`config.mk`:
```
export PLATFORM = sky130hd
export DESIGN_NAME = anton_neopixel_serializer
export DESIGN_NICKNAME = d
export VERILOG_FILES = /design/src/rtl/anton_neopixel_serializer.sv
export SDC_FILE = /design/constraint.sdc
export NUM_CORES = 1
export LEC_CHECK = 0
export ABC_CLOCK_PERIOD_IN_PS = 6000
export BUFFER_PORTS_ARGS = -buffer_cell sky130_fd_sc_hd__buf_2
export CAP_MARGIN = 30
export CELL_PAD_IN_SITES_DETAIL_PLACEMENT = 1
export CELL_PAD_IN_SITES_GLOBAL_PLACEMENT = 2
export CORE_MARGIN = 2
export CORE_UTILIZATION = 38
export DETAILED_ROUTE_END_ITERATION = 8
export PLACE_DENSITY = 0.9
export SLEW_MARGIN = 5
export SYNTH_ARGS = -nofsm -noshare
export SYNTH_HDL_FRONTEND = slang
export SYNTH_SLANG_ARGS = --single-unit
```
`constraint.sdc`:
```
create_clock -name clk10mhz -period 6 [get_ports clk10mhz]
set_input_delay 1.2 -clock clk10mhz [delete_from_list [all_inputs] [get_ports clk10mhz]]
set_output_delay 1.2 -clock clk10mhz [all_outputs]
set_load 0.01 [all_outputs]
```
`src/rtl/anton_neopixel_serializer.sv`:
```
// anton_neopixel_serializer
//
// Bit-timing stage of the neopixel controller, clocked at 10 MHz. It takes
// pixel bytes from the pixel buffer over a valid/ready stream and emits the
// WS2812 one-wire waveform on neoData, MSB first. Each bit occupies a fixed
// BIT_CYCLES slot: a high phase of T1H_CYCLES ('1') or T0H_CYCLES ('0'),
// followed by a low phase that pads the slot out to BIT_CYCLES.
//
// After the byte flagged with byteLast, or when the producer starves at a
// byte boundary (underrun), the line is held low for RESET_CYCLES so the
// LEDs latch their colours. frameDone pulses on the last latch cycle.
//
// The next byte of a frame is accepted on the final low cycle of bit 0 of
// the current byte, so consecutive bytes produce back-to-back bit slots with
// no idle gap between them.
//
// Optional feature, enabled by defining NEOPIXEL_FRAME_COUNT_EN:
//   adds output frameCount[15:0], a wrapping count of completed frames
//   (every frameDone pulse, including frames ended by an underrun).
//
// Parameter legality: 0 < T0H_CYCLES < T1H_CYCLES < BIT_CYCLES.

module anton_neopixel_serializer #(
  parameter int T0H_CYCLES   = 4,
  parameter int T1H_CYCLES   = 8,
  parameter int BIT_CYCLES   = 12,
  parameter int RESET_CYCLES = 500
) (
  input  logic        clk10mhz,
  input  logic        reset,
  input  logic [7:0]  byteData,
  input  logic        byteValid,
  input  logic        byteLast,
  output logic        byteReady,
  output logic        neoData,
  output logic        neoState,
  output logic        frameDone,
  output logic        underrun
`ifdef NEOPIXEL_FRAME_COUNT_EN
  ,
  output logic [15:0] frameCount
`endif
);

  // Phase counter is sized for the longer of a bit slot and the latch period,
  // so it can never wrap before a terminal count is reached.
  localparam int MAX_CYCLES = (BIT_CYCLES > RESET_CYCLES) ? BIT_CYCLES : RESET_CYCLES;
  localparam int CNT_W      = $clog2(MAX_CYCLES + 1);

  // Terminal counts (counter starts at 0 on every state entry).
  localparam logic [CNT_W-1:0] T0H_LAST   = CNT_W'(T0H_CYCLES - 1);
  localparam logic [CNT_W-1:0] T1H_LAST   = CNT_W'(T1H_CYCLES - 1);
  localparam logic [CNT_W-1:0] LOW0_LAST  = CNT_W'(BIT_CYCLES - T0H_CYCLES - 1);
  localparam logic [CNT_W-1:0] LOW1_LAST  = CNT_W'(BIT_CYCLES - T1H_CYCLES - 1);
  localparam logic [CNT_W-1:0] LATCH_LAST = CNT_W'(RESET_CYCLES - 1);

  // FSM encoding
  localparam logic [1:0] ST_IDLE  = 2'd0;
  localparam logic [1:0] ST_HIGH  = 2'd1;
  localparam logic [1:0] ST_LOW   = 2'd2;
  localparam logic [1:0] ST_LATCH = 2'd3;

  logic [1:0]       state;
  logic [1:0]       state_nxt;
  logic [CNT_W-1:0] cnt;
  logic [CNT_W-1:0] cnt_nxt;
  logic [7:0]       shift_reg;
  logic [7:0]       shift_nxt;
  logic [2:0]       bit_idx;
  logic [2:0]       bit_idx_nxt;
  logic             last_flag;
  logic             last_nxt;
  logic             neo_data_r;
  logic             neo_state_r;

  logic             cur_bit;
  logic             high_done;
  logic             slot_end;
  logic             byte_end;
  logic             ready_int;
  logic             accept;
  logic             frame_done;
  logic             underrun_int;

  // Phase-end decode for the bit currently being transmitted (always the MSB
  // of the shift register; it only shifts when the next slot starts).
  always_comb begin
    cur_bit   = shift_reg[7];
    high_done = (state == ST_HIGH) && (cnt == (cur_bit ? T1H_LAST : T0H_LAST));
    slot_end  = (state == ST_LOW)  && (cnt == (cur_bit ? LOW1_LAST : LOW0_LAST));
    byte_end  = slot_end && (bit_idx == 3'd0);
  end

  // Handshake and status pulses. The reset gate keeps byteReady low during
  // the reset cycle so no byte is consumed while the block is being cleared.
  always_comb begin
    ready_int    = !reset && ((state == ST_IDLE) || (byte_end && !last_flag));
    accept       = ready_int && byteValid;
    frame_done   = !reset && (state == ST_LATCH) && (cnt == LATCH_LAST);
    underrun_int = !reset && byte_end && !last_flag && !byteValid;
  end

  // Next-state, counter and shifter logic.
  always_comb begin
    state_nxt   = state;
    cnt_nxt     = cnt + 1'b1;
    shift_nxt   = shift_reg;
    bit_idx_nxt = bit_idx;
    last_nxt    = last_flag;

    case (state)
      ST_IDLE: begin
        cnt_nxt = '0;
        if (accept) begin
          shift_nxt   = byteData;
          bit_idx_nxt = 3'd7;
          last_nxt    = byteLast;
          state_nxt   = ST_HIGH;
        end
      end

      ST_HIGH: begin
        if (high_done) begin
          cnt_nxt   = '0;
          state_nxt = ST_LOW;
        end
      end

      ST_LOW: begin
        if (slot_end) begin
          cnt_nxt = '0;
          if (bit_idx != 3'd0) begin
            bit_idx_nxt = bit_idx - 3'd1;
            shift_nxt   = {shift_reg[6:0], 1'b0};
            state_nxt   = ST_HIGH;
          end else if (accept) begin
            // Next byte of the same frame: start its first slot immediately.
            shift_nxt   = byteData;
            bit_idx_nxt = 3'd7;
            last_nxt    = byteLast;
            state_nxt   = ST_HIGH;
          end else begin
            // Either the frame ended or the producer starved; both latch.
            state_nxt = ST_LATCH;
          end
        end
      end

      ST_LATCH: begin
        if (cnt == LATCH_LAST) begin
          cnt_nxt   = '0;
          state_nxt = ST_IDLE;
        end
      end

      default: begin
        cnt_nxt   = '0;
        state_nxt = ST_IDLE;
      end
    endcase
  end

  // Control state and registered line outputs; reset aborts any bit or latch.
  always_ff @(posedge clk10mhz) begin
    if (reset) begin
      state       <= ST_IDLE;
      cnt         <= '0;
      bit_idx     <= 3'd0;
      last_flag   <= 1'b0;
      neo_data_r  <= 1'b0;
      neo_state_r <= 1'b0;
    end else begin
      state       <= state_nxt;
      cnt         <= cnt_nxt;
      bit_idx     <= bit_idx_nxt;
      last_flag   <= last_nxt;
      neo_data_r  <= (state_nxt == ST_HIGH);
      neo_state_r <= (state_nxt == ST_LATCH);
    end
  end

  // Pixel shift register: data path only, always loaded before it is used.
  always_ff @(posedge clk10mhz) begin
    shift_reg <= shift_nxt;
  end

  assign byteReady = ready_int;
  assign neoData   = neo_data_r;
  assign neoState  = neo_state_r;
  assign frameDone = frame_done;
  assign underrun  = underrun_int;

`ifdef NEOPIXEL_FRAME_COUNT_EN
  logic [15:0] frame_count;

  // Completed-frame counter, wraps naturally at 16 bits.
  always_ff @(posedge clk10mhz) begin
    if (reset) begin
      frame_count <= 16'd0;
    end else if (frame_done) begin
      frame_count <= frame_count + 16'd1;
    end
  end

  assign frameCount = frame_count;
`endif

endmodule

```
==> results.json <==
{
  "die_area_mm2": 0.00418,
  "postSynthNetCount": 161,
  "timing.hold.worst.class": "reg2reg",
  "num_vias": 1127,
  "avgViaCountPerCell": 5.47,
  "timing.critical_path.cells": "buf_2, nor4_4, nand2_1, o31ai_1, buf_2",
  "final.min_clock_period_ns": 3.32,
  "globalRouteMet1Util": 0.198,
  "grt_busiest_layer": "met2",
  "placement_rows": 22,
  "grt_start_max_net_pins": 16,
  "grt_overflow": 0,
  "yosys_warnings": 0,
  "synth-xor-area-share": 0.0565,
  "terminus_of_the_critical_flop_to_flop_path": "shift_reg[1]",
  "ratio_of_cells_with_drive_above_1_in_the_final_layout": 0.184,
  "tightest_slew_ns": 0.452,
  "cts_hold_buffers": 0,
  "period_utilization_post_route": 0.553,
  "detailedRoute.firstIterationViolations": 46,
  "number_of_remaining_drc_errors": 0,
  "wire_length_of_the_first_global_routing_pass_um": 5490,
  "seq_area_frac_synth": 0.416,
  "grt.met3_usage": 0.0174,
  "place_congestion": 0.784,
  "post-synth-top-area-cell": "dfxtp_1",
  "report.final.setup_viol": 0,
  "worst_hold_path.num_cells": 1,
  "count_of_nets_after_finishing": 174,
  "clk_latency_ns": 0.27,
  "peakVddDrop_mv": 0.103,
  "critPathLaunchType": "primary input",
  "reg2reg_from": "cnt[0]",
  "area_fraction_in_compound_gates_after_synthesis": 0.180,
  "synth_cell_type_count": 48,
  "crit_arrival_ns": 2.12,
  "drt_pass_1_iters": 4,
  "muxShareOfSynthArea": 0.0143,
  "cts-buffers-inserted": 3,
  "cts_repair_resize_count": 0,
  "cts.clk_slew.worst_paths_ns": 0.09,
  "largest_register_ffs": 9,
  "synth_adder_area_share": 0.0269,
  "clockRootBuffer": "clkbuf_8",
  "port_buffers": 16,
  "floorplan.initialDensity": 0.387,
  "global_router_s_overall_resource_usage": 0.166,
  "slack_of_the_worst_reg_to_reg_path_ns": 3.91,
  "htree_num_levels": 1,
  "antenna_left": 0,
  "timing.clock.skew_ns": 0.00171,
  "synth_top_family_by_area": "simple AND/OR/NAND/NOR gates",
  "dp.final_hpwl_um": 2310,
  "io_pins": 17,
  "holdWs_ns": 0.449,
  "wirelength_um": 3070,
  "cp_slowest_stage_delay_ns": 0.36,
  "hold_violations": 0,
  "critPathSlowestCell": "nor4_4",
  "clock-sinks": 25,
  "cts.repair_timing.setup_buffer_count": 0,
  "slew_violations": 0,
  "grt_use_met2": 0.305,
  "outcome": "finished clean",
  "p_per_area_mw_per_mm2": 221,
  "cp_data_required_time_ns": 4.80,
  "maxCapViolations": 0,
  "critical_path_class": "in2out",
  "clock.fmax_mhz": 301,
  "critical-path-top-cell-by-count": "buf_2",
  "finalSetupTns_ns": 0,
  "power.static_leakage_nw": 0.598,
  "timing.max_slew.rel_slack": 0.698,
  "synth_simple_gate_area_frac": 0.257,
  "postSynthRegisterBits": 25,
  "end_kind": "primary output",
  "worst-path-max-fanout": 14,
  "initial_antenna_violation_count": 0,
  "antenna_cells_inserted": 0,
  "netlist_area_mm2": 0.00140,
  "floorplan.die.width_um": 64.6,
  "synth_area_per_cell_um2": 9.56,
  "post_dp_cell_area_mm2": 0.00149,
  "reg2regPathDepth": 5,
  "ctsLongestPathBuffers": 2,
  "hold_end": "cnt[0]",
  "die_y_um": 64.6,
  "ys_top_cells_by_area": "dfxtp_1, edfxtp_1, nor2_1",
  "core_region_area_mm2": 0.00361,
  "synthesis.instances": 146,
  "origin_of_the_worst_min_delay_path": "cnt[0]",
  "cts_tree": "done",
  "flow.area_growth_from_synthesis_pct": 9.95,
  "wl_per_cell_um": 14.9,
  "netlist.area_leader.share": 0.244,
  "rsz0062_at_grt": "no",
  "grt_pass1_vias": 1184,
  "layout.cell_area.non_filler_mm2": 0.00154
}
==> synthesized netlist by cell type (all sizes together) <==
cell and number:
a221o 1, a32o 1, o31ai 1, clkbuf 4
or2 1, nor3 2, nor2 15, xor2 3
nand2b 3, a21o 6, mux2i 2, and2 2
inv 6, edfxtp 8, o21ai 4, and3 4
a311oi 1, and4b 1, nand2 10, o22ai 2
nand3b 3, nor4 2, and4 1, a22o 5
nor2b 2, and2b 1, or3 1, o21a 3
dfxtp 17, a31o 1, nor4bb 1, buf 4
nor4b 1, ha 3, a21oi 8, nor3b 1
nand3 6, a221oi 1, and4bb 1, xnor2 6
a211oi 1
==> per-stage QoR <==
stage          total power, mW  worst slack [ns]  instances  utilization
2_1_floorplan            0.228              3.04        146            -
3_3_place_gp             0.238              2.72        202        0.413
3_5_place_dp             0.240              2.69        202        0.413
4_1_cts                  0.344              2.68        206        0.426
5_1_grt                  0.356              2.55        206        0.426
6_report                 0.339              2.68        206        0.426
==> per-layer routing <==
metal  wire [µm]  up-vias  share of wire
li1            -      546              -
met1        1340      561           0.44
met2        1600       15           0.52
met5           0        -              0
met4          48        0          0.016
met3          86        5          0.028
==> placed cells by master, fill, tap and decap left out, types with 4 or more instances in the layout <==
cell,n
a21oi_1,8
edfxtp_1,8
o21ai_0,4
a21o_1,6
xnor2_1,6
buf_2,16
dfxtp_1,17
nor2_1,15
inv_1,6
nand2_1,10
nand3_1,6
a22o_1,5
==> worst max path at each step <==
| stage | depth (start not counted) | end | slack [ns] | startpoint |
|---|---|---|---|---|
| 2_1_floorplan | 3 | underrun | 3.04 | reset |
| 3_3_place_gp | 5 | byteReady | 2.72 | reset |
| 3_5_place_dp | 5 | byteReady | 2.69 | reset |
| 4_1_cts | 5 | byteReady | 2.68 | reset |
| 5_1_grt | 5 | byteReady | 2.55 | reset |
| 6_report | 5 | byteReady | 2.68 | reset |
==> layout make-up <==
type	instances	area, µm²
Fill cell	430	2070
Tap cell	48	60.1
Timing Repair Buffer	16	80.1
Clock buffer	4	45.0
Multi-Input combinational cell	107	747
Sequential cell	25	581
Inverter	6	22.5
==> power breakdown <==
group	internal (mW)	leakage [nW]	switching, mW
Combinational	0.0190	0.355	0.0218
Clock	0.0476	0.0228	0.0551
Sequential	0.188	0.220	0.00797
==> worst max-delay path, delay by kind of cell <==
family,cells,cell delay [ns]
and+or+nand+nor,2,0.48
buffers and inverters,2,0.35
AOI/OAI and AO/OA,1,0.08
==> kinds of logic after synthesis <==
kind of cell    after synthesis
simple gates                 58
compound gates               35
flops                        25
buf+inv                      14
xor+xnor                      9
fa+ha+maj                     3
mux                           2
(Power assumes the default switching activity.)
